File: config.mk
export PLATFORM = sky130hd
export DESIGN_NAME = lookup_arbiter
export DESIGN_NICKNAME = d
export VERILOG_FILES = /design/src/rtl/lookup_pkg.sv /design/src/rtl/rr_arbiter.sv /design/src/rtl/lookup_arbiter.sv
export SDC_FILE = /design/constraint.sdc
export NUM_CORES = 1
export LEC_CHECK = 0
export ABC_CLOCK_PERIOD_IN_PS = 5700
export CAP_MARGIN = 15
export CORE_MARGIN = 4
export CORE_UTILIZATION = 33
export DETAILED_ROUTE_END_ITERATION = 12
export GPL_TIMING_DRIVEN = 0
export PLACE_DENSITY = 0.63
export SETUP_SLACK_MARGIN = 0.02
export SYNTH_ARGS = -nofsm -noshare
export SYNTH_HDL_FRONTEND = slang
export SYNTH_SLANG_ARGS = --single-unit
export TNS_END_PERCENT = 1
File: constraint.sdc
create_clock -name i_clk -period 5.7 [get_ports i_clk]
set_input_delay 1.14 -clock i_clk [delete_from_list [all_inputs] [get_ports i_clk]]
set_output_delay 1.14 -clock i_clk [all_outputs]
set_load 0.02 [all_outputs]
File: src/rtl/lookup_pkg.sv
// Shared types and constants for the MAC lookup arbiter: FSM encoding,
// lookup tag format, seek_flag codes and bus widths.
package lookup_pkg;

    localparam int MAC_W  = 48;
    localparam int TAG_W  = 4;
    localparam int PORT_W = 3;
    localparam int SEEK_W = 2;
    localparam int IDX_W  = 3;

    // The engine only latches check inputs when the tag is nonzero, so every tag carries this prefix
    localparam logic TAG_PREFIX = 1'b1;

    typedef enum logic [1:0] {
        ST_IDLE  = 2'd0,
        ST_ISSUE = 2'd1,
        ST_WAIT  = 2'd2
    } state_t;

    typedef enum logic [SEEK_W-1:0] {
        SEEK_DDR    = 2'd0,
        SEEK_XBAR   = 2'd1,
        SEEK_TWOHOP = 2'd2,
        SEEK_VLB    = 2'd3
    } seek_t;

    function automatic logic [TAG_W-1:0] make_tag(input logic [IDX_W-1:0] idx);
        return {TAG_PREFIX, idx};
    endfunction

endpackage

File: src/rtl/rr_arbiter.sv
// Round-robin arbiter: searches upward from a rotating pointer with wrap and
// moves the pointer just past the winner whenever i_advance is strobed.
module rr_arbiter
    import lookup_pkg::*;
#(
    parameter int P_REQ_NUM = 4
) (
    input  logic                 i_clk,
    input  logic                 i_rst_n,
    input  logic [P_REQ_NUM-1:0] i_req,
    input  logic                 i_advance,
    output logic [P_REQ_NUM-1:0] o_grant,
    output logic [IDX_W-1:0]     o_idx
);

    localparam logic [IDX_W-1:0] LAST_IDX = IDX_W'(P_REQ_NUM - 1);

    logic [IDX_W-1:0]     r_ptr;
    logic [P_REQ_NUM-1:0] w_grant;
    logic [IDX_W-1:0]     w_idx;
    logic                 w_found;

    always_comb begin : p_search
        int k;
        k       = 0;
        w_grant = '0;
        w_idx   = '0;
        w_found = 1'b0;
        for (int i = 0; i < P_REQ_NUM; i++) begin
            k = int'(r_ptr) + i;
            if (k >= P_REQ_NUM) begin
                k = k - P_REQ_NUM;
            end
            if (!w_found && i_req[k]) begin
                w_found    = 1'b1;
                w_grant[k] = 1'b1;
                w_idx      = IDX_W'(k);
            end
        end
    end

    always_ff @(posedge i_clk or negedge i_rst_n) begin
        if (!i_rst_n) begin
            r_ptr <= '0;
        end else if (i_advance) begin
            r_ptr <= (w_idx == LAST_IDX) ? '0 : w_idx + 1'b1;
        end
    end

    assign o_grant = w_grant;
    assign o_idx   = w_idx;

endmodule

File: src/rtl/lookup_arbiter.sv
// Shares one MAC lookup engine among up to 8 requesters, one lookup in flight.
// Define LKUP_TIMEOUT_EN to abandon lookups after P_TIMEOUT cycles in WAIT.
module lookup_arbiter
    import lookup_pkg::*;
#(
    parameter int P_REQ_NUM = 4,
    parameter int P_TIMEOUT = 16
) (
    input  logic                       i_clk,
    input  logic                       i_rst_n,
    input  logic [P_REQ_NUM-1:0]       i_req_valid,
    input  logic [MAC_W*P_REQ_NUM-1:0] i_req_mac,
    output logic [P_REQ_NUM-1:0]       o_req_ready,
    output logic [MAC_W-1:0]           o_check_mac,
    output logic [TAG_W-1:0]           o_check_id,
    output logic                       o_check_valid,
    input  logic                       i_result_valid,
    input  logic [TAG_W-1:0]           i_check_id,
    input  logic [PORT_W-1:0]          i_outport,
    input  logic [SEEK_W-1:0]          i_seek_flag,
    output logic [P_REQ_NUM-1:0]       o_rsp_valid,
    output logic [PORT_W-1:0]          o_rsp_outport,
    output logic [SEEK_W-1:0]          o_rsp_seek_flag,
    output logic                       o_rsp_timeout
);

    state_t               r_state;
    state_t               w_state_nxt;

    logic [P_REQ_NUM-1:0] r_req_ready;
    logic [MAC_W-1:0]     r_check_mac;
    logic [TAG_W-1:0]     r_check_id;
    logic                 r_check_valid;
    logic [P_REQ_NUM-1:0] r_rsp_valid;
    logic [PORT_W-1:0]    r_rsp_outport;
    logic [SEEK_W-1:0]    r_rsp_seek_flag;
    logic [IDX_W-1:0]     r_gnt_idx;
    logic [P_REQ_NUM-1:0] r_owner;
    logic [MAC_W-1:0]     r_mac;

    logic [P_REQ_NUM-1:0] w_grant;
    logic [IDX_W-1:0]     w_gnt_idx;
    logic [MAC_W-1:0]     w_sel_mac;
    logic                 w_any_req;
    logic                 w_hit;
    logic                 w_expire;
    logic                 w_advance;
    logic                 w_latch;
    logic                 w_issue;
    logic                 w_rsp_load;
    logic                 w_rsp_timeout;

    assign w_any_req = |i_req_valid;
    assign w_hit     = (r_state == ST_WAIT) && i_result_valid && (i_check_id == r_check_id);

    rr_arbiter #(
        .P_REQ_NUM(P_REQ_NUM)
    ) u_rr_arbiter (
        .i_clk    (i_clk),
        .i_rst_n  (i_rst_n),
        .i_req    (i_req_valid),
        .i_advance(w_advance),
        .o_grant  (w_grant),
        .o_idx    (w_gnt_idx)
    );

    always_comb begin
        w_sel_mac = '0;
        for (int k = 0; k < P_REQ_NUM; k++) begin
            if (w_grant[k]) begin
                w_sel_mac = i_req_mac[k*MAC_W +: MAC_W];
            end
        end
    end

`ifdef LKUP_TIMEOUT_EN
    localparam int                CNT_W    = $clog2(P_TIMEOUT) + 1;
    localparam logic [CNT_W-1:0]  CNT_LAST = CNT_W'(P_TIMEOUT - 1);

    logic [CNT_W-1:0] r_wait_cnt;
    logic             r_rsp_timeout;

    always_ff @(posedge i_clk or negedge i_rst_n) begin
        if (!i_rst_n) begin
            r_wait_cnt <= '0;
        end else if (r_state != ST_WAIT) begin
            r_wait_cnt <= '0;
        end else begin
            r_wait_cnt <= r_wait_cnt + 1'b1;
        end
    end

    // A matching result in the expiry cycle takes precedence over the timeout
    assign w_expire = (r_state == ST_WAIT) && (r_wait_cnt == CNT_LAST) && !w_hit;

    always_ff @(posedge i_clk or negedge i_rst_n) begin
        if (!i_rst_n) begin
            r_rsp_timeout <= 1'b0;
        end else begin
            r_rsp_timeout <= w_rsp_load && w_rsp_timeout;
        end
    end

    assign o_rsp_timeout = r_rsp_timeout;
`else
    assign w_expire      = 1'b0;
    assign o_rsp_timeout = 1'b0;
`endif

    always_ff @(posedge i_clk or negedge i_rst_n) begin
        if (!i_rst_n) begin
            r_state <= ST_IDLE;
        end else begin
            r_state <= w_state_nxt;
        end
    end

    always_comb begin
        w_state_nxt = r_state;
        case (r_state)
            ST_IDLE:  if (w_any_req) w_state_nxt = ST_ISSUE;
            ST_ISSUE: w_state_nxt = ST_WAIT;
            ST_WAIT:  if (w_hit || w_expire) w_state_nxt = ST_IDLE;
            default:  w_state_nxt = ST_IDLE;
        endcase
    end

    always_comb begin
        w_advance     = 1'b0;
        w_latch       = 1'b0;
        w_issue       = 1'b0;
        w_rsp_load    = 1'b0;
        w_rsp_timeout = 1'b0;
        case (r_state)
            ST_IDLE: begin
                if (w_any_req) begin
                    w_advance = 1'b1;
                    w_latch   = 1'b1;
                end
            end
            ST_ISSUE: begin
                w_issue = 1'b1;
            end
            ST_WAIT: begin
                if (w_hit) begin
                    w_rsp_load = 1'b1;
                end else if (w_expire) begin
                    w_rsp_load    = 1'b1;
                    w_rsp_timeout = 1'b1;
                end
            end
            default: ;
        endcase
    end

    // Check tag and MAC are only reloaded at issue so the engine sees a stable nonzero tag afterwards
    always_ff @(posedge i_clk or negedge i_rst_n) begin
        if (!i_rst_n) begin
            r_req_ready     <= '0;
            r_check_mac     <= '0;
            r_check_id      <= '0;
            r_check_valid   <= 1'b0;
            r_rsp_valid     <= '0;
            r_rsp_outport   <= '0;
            r_rsp_seek_flag <= '0;
            r_gnt_idx       <= '0;
            r_owner         <= '0;
            r_mac           <= '0;
        end else begin
            r_req_ready   <= w_latch ? w_grant : '0;
            r_check_valid <= w_issue;
            r_rsp_valid   <= w_rsp_load ? r_owner : '0;
            if (w_latch) begin
                r_gnt_idx <= w_gnt_idx;
                r_owner   <= w_grant;
                r_mac     <= w_sel_mac;
            end
            if (w_issue) begin
                r_check_id  <= make_tag(r_gnt_idx);
                r_check_mac <= r_mac;
            end
            if (w_rsp_load) begin
                r_rsp_outport   <= w_rsp_timeout ? '0 : i_outport;
                r_rsp_seek_flag <= w_rsp_timeout ? SEEK_DDR : i_seek_flag;
            end
        end
    end

    assign o_req_ready     = r_req_ready;
    assign o_check_mac     = r_check_mac;
    assign o_check_id      = r_check_id;
    assign o_check_valid   = r_check_valid;
    assign o_rsp_valid     = r_rsp_valid;
    assign o_rsp_outport   = r_rsp_outport;
    assign o_rsp_seek_flag = r_rsp_seek_flag;

endmodule
==> metrics.csv <==
metric,value,unit
status,"complete, no violations",
post-route clock period utilization,75.2,%
Reg power frac,25.3,%
Syn Nets,798,
"Slowest-stage cell, CP",a221oi_1,
switching pwr,2.32,mW
Post-synth EDFFs,0,
Post-DRT Antenna Nets,0,
synthesized cell area,6810,um2
top-area cell type share of the netlist area,46.3,%
GPL Wtd Cong,0.860,
"Primary FF master, synth",dfrtp_1,
Final Max Tran Viols,0,
Post-CTS Hold Buffers,0,
Clock Skew,0.00735,ns
Chip Width,152,um
Post CTS Setup Buffer Count,0,
power after layout,5.66,mW
hold crit path type,reg -> reg,
internal power,3.34,mW
root buffer cell,clkbuf_16,
max cap viols,0,
biggest area consumer among synthesized cells,dfrtp_1,
Num CTS Buffers,17,
critical path data arrival time,4.62,ns
sequential share of the synthesized area,46.3,%
H-tree depth,4,
Yosys warnings,0,
final hold violations,0,
worst-skew pair later-pin latency,0.41,ns
Critical Path Most Common Cell,buf_2,
CP peak stage delay,0.56,ns
share of layout cells above drive strength 1,18.9,%
slew of the pin with the lowest slew margin,1.07,ns
Bufs on Longest Clock Path,2,
core area,20200,um2
Starting Density,33.6,%
CTS tree,built,
Tmin final,4.29,ns
Leak,4.43,nW
asr flop ratio synth,100,%
dpl hpwl,18100,um
Ports,275,
crit end category,flop,
synth unique cells,53,
"Clk pin slew, worst setup/hold paths",0.06,ns
# resized after CTS,0,
WL/cell,20.9,um
Yosys reg bits,126,
DR iter-0 viols,301,
Synth area leaders,"dfrtp_1, mux2_2, a22oi_1, a22oi_2, and3_1",
worst vdd ir,211,uV
P&R area growth vs syn,53.4,%
"Remaining Overflow, GRT",0,
GRT Total Usage,20.7,%
Crit Path Max Fanout,10,
setup TNS,0,ns
"Req. time, crit path",6.03,ns
RSZ-0062 raised after global routing,no,
WL final,24200,um
Achievable Freq,233,MHz
largest net degree at the start of global routing,71,
Final Net Count,1091,
initial antenna violation count,0,
Finish-stage setup viols,0,
Mapped Cells,581,
Critical Path Start Type,flop,
IO Port Bufs,273,
total number of vias,6014,
Vias/cell,5.21,
vias in the first global route,6194,
Die Area,23000,um2
drt drc,0,
first-pass GRT wire length,36100,um
CTS Sinks,126,
clock network power share,17.9,%
Die Span Y,152,um
sw frac,41.0,%
Comb pwr share,56.8,%
crit path cell chain,buf_6 > clkbuf_1 > inv_1 > ha_1 > buf_2 > mux4_2 > nor4b_4 > and2_1 > a221oi_1 > nand4_1 > buf_2 > buf_4 > o221ai_2,
Slew headroom,28.7,%
Mapped Avg Cell Area,11.7,um2
drt pass-1 iters,5,
Core Rows,52,
Pwr Density,542,nW/um2
critical path class,reg -> reg,
## power by group through the flow
stage                     clock (mW)  sequential (mW)  combinational [mW]
after global routing            1.08             1.47                3.48
final                           1.01             1.43                3.21
after floorplan                    0             1.60                1.93
after CTS                       1.04             1.43                3.24
after global placement             0             1.43                3.21
after detailed placement           0             1.44                3.24
## routing by layer
layer  part of all wire [%]  global-route usage, %
met1                     42                   26.8
met2                     48                   33.7
met3                    9.7                   7.17
met4                    1.0                   4.85
met5                      0                      0
## sequential cells by signal, summed over array words and instances, names as in the netlist
signal / count
o_check_id: 4
o_check_valid: 1
o_rsp_seek_flag: 2
r_owner: 4
o_req_ready: 4
o_rsp_outport: 3
u_rr_arbiter.r_ptr: 3
o_rsp_valid: 4
r_mac: 48
r_state: 2
o_check_mac: 48
r_gnt_idx: 3
## cell usage in the layout (no fill, tap or decap), drive strengths merged, types with 2 or more instances in the layout
cell / n
inv: 55
mux2i: 3
a22oi: 98
mux2: 59
o221ai: 49
dfrtp: 126
clkinv: 6
a221oi: 2
a21oi: 2
clkdlybuf4s50: 272
o21ai: 9
nor2: 8
nand2b: 2
and3: 49
nor4b: 2
ha: 9
xnor2: 3
buf: 25
o211ai: 2
nand3: 2
and2: 7
o31ai: 2
nand2: 7
clkbuf: 52
bufinv: 2
mux4: 4
nor2b: 4
a21o: 3
## path summary, 6_finish.rpt
kind / start / endpoint / slack [ns] / cells past startpoint
hold / removal: r_owner[0]$_DFFE_PN0P_ / r_owner[0]$_DFFE_PN0P_ / 0.47 / 1
hold reg to reg: r_owner[0]$_DFFE_PN0P_ / r_owner[0]$_DFFE_PN0P_ / 0.47 / 1
min in group asynchronous: i_rst_n / o_check_mac[34]$_DFFE_PN0P_ / 0.68 / 1
max in group asynchronous: i_rst_n / r_mac[13]$_DFFE_PN0P_ / 4.25 / 2
setup / recovery: u_rr_arbiter.r_ptr[0]$_DFFE_PN0P_ / r_mac[34]$_DFFE_PN0P_ / 1.41 / 13
setup reg to reg: u_rr_arbiter.r_ptr[0]$_DFFE_PN0P_ / r_mac[34]$_DFFE_PN0P_ / 1.41 / 13
## critical path, delay by kind of cell (launching register included)
| family | cells | cell delay, ns |
|---|---|---|
| adders and majority gates | 1 | 0.33 |
| AOI/OAI and AO/OA | 2 | 0.74 |
| muxes | 1 | 0.53 |
| DFF | 1 | 0.47 |
| buffers and inverters | 6 | 1.54 |
| and+or+nand+nor | 3 | 0.59 |
## synthesized netlist by cell type, types with 2 or more instances
master and count:
a21o_1 3, a22oi_1 73, a22oi_2 25, and2_1 7
and3_1 49, buf_1 2, buf_2 8, buf_4 7
buf_6 6, clkbuf_1 32, dfrtp_1 126, ha_1 9
inv_1 55, mux2_2 59, mux2i_1 3, mux4_2 4
nand2_1 7, nand2b_1 2, nor2_1 8, nor2b_1 4
o211ai_1 2, o21ai_0 9, o221ai_1 29, o221ai_2 20
o31ai_1 2, xnor2_1 3
## area by class of cell
type                    instances  area, um2
fillers                      1851       9790
multi-input cells             345       3160
flip-flops and latches        126       3150
repair buffers                274       2760
clock buffers                  20        437
well taps                     270        338
plain buffers                  55        288
inverters                      55        206
clock inverters                 9       97.6
diodes                          1       2.50
## cell families (layout without fill, tap and decap cells)
| group | count (synthesis) | in the layout | share of synthesized area [%] |
|---|---|---|---|
| and+or+nand+nor | 88 | 88 | 8.38 |
| muxes | 66 | 66 | 11.5 |
| buffers and inverters | 110 | 413 | 7.26 |
| AOI/OAI and AO/OA | 177 | 177 | 24.3 |
| xor gates and xnor gates | 4 | 4 | 0.515 |
| DFF | 126 | 126 | 46.3 |
| adders and majority gates | 9 | 9 | 1.65 |
| other | 1 | 2 | 0.0551 |
## through the flow
| stage | hold slack [ns] | instance area [um2] | cells | worst slack, ns | util [%] |
|---|---|---|---|---|---|
| floorplan | 0.441 | 6810 | 581 | 2.31 | - |
| global placement | 0.451 | 9880 | 1124 | -1.72 | 48.8 |
| detailed placement | 0.458 | 9900 | 1125 | 1.43 | 48.9 |
| CTS | 0.470 | 10400 | 1154 | 1.47 | 51.6 |
| global route | 0.489 | 10400 | 1154 | 1.17 | 51.6 |
| finish | 0.468 | 10400 | 1155 | 1.41 | 51.6 |
No activity file was read; power rests on OpenSTA's default activity.
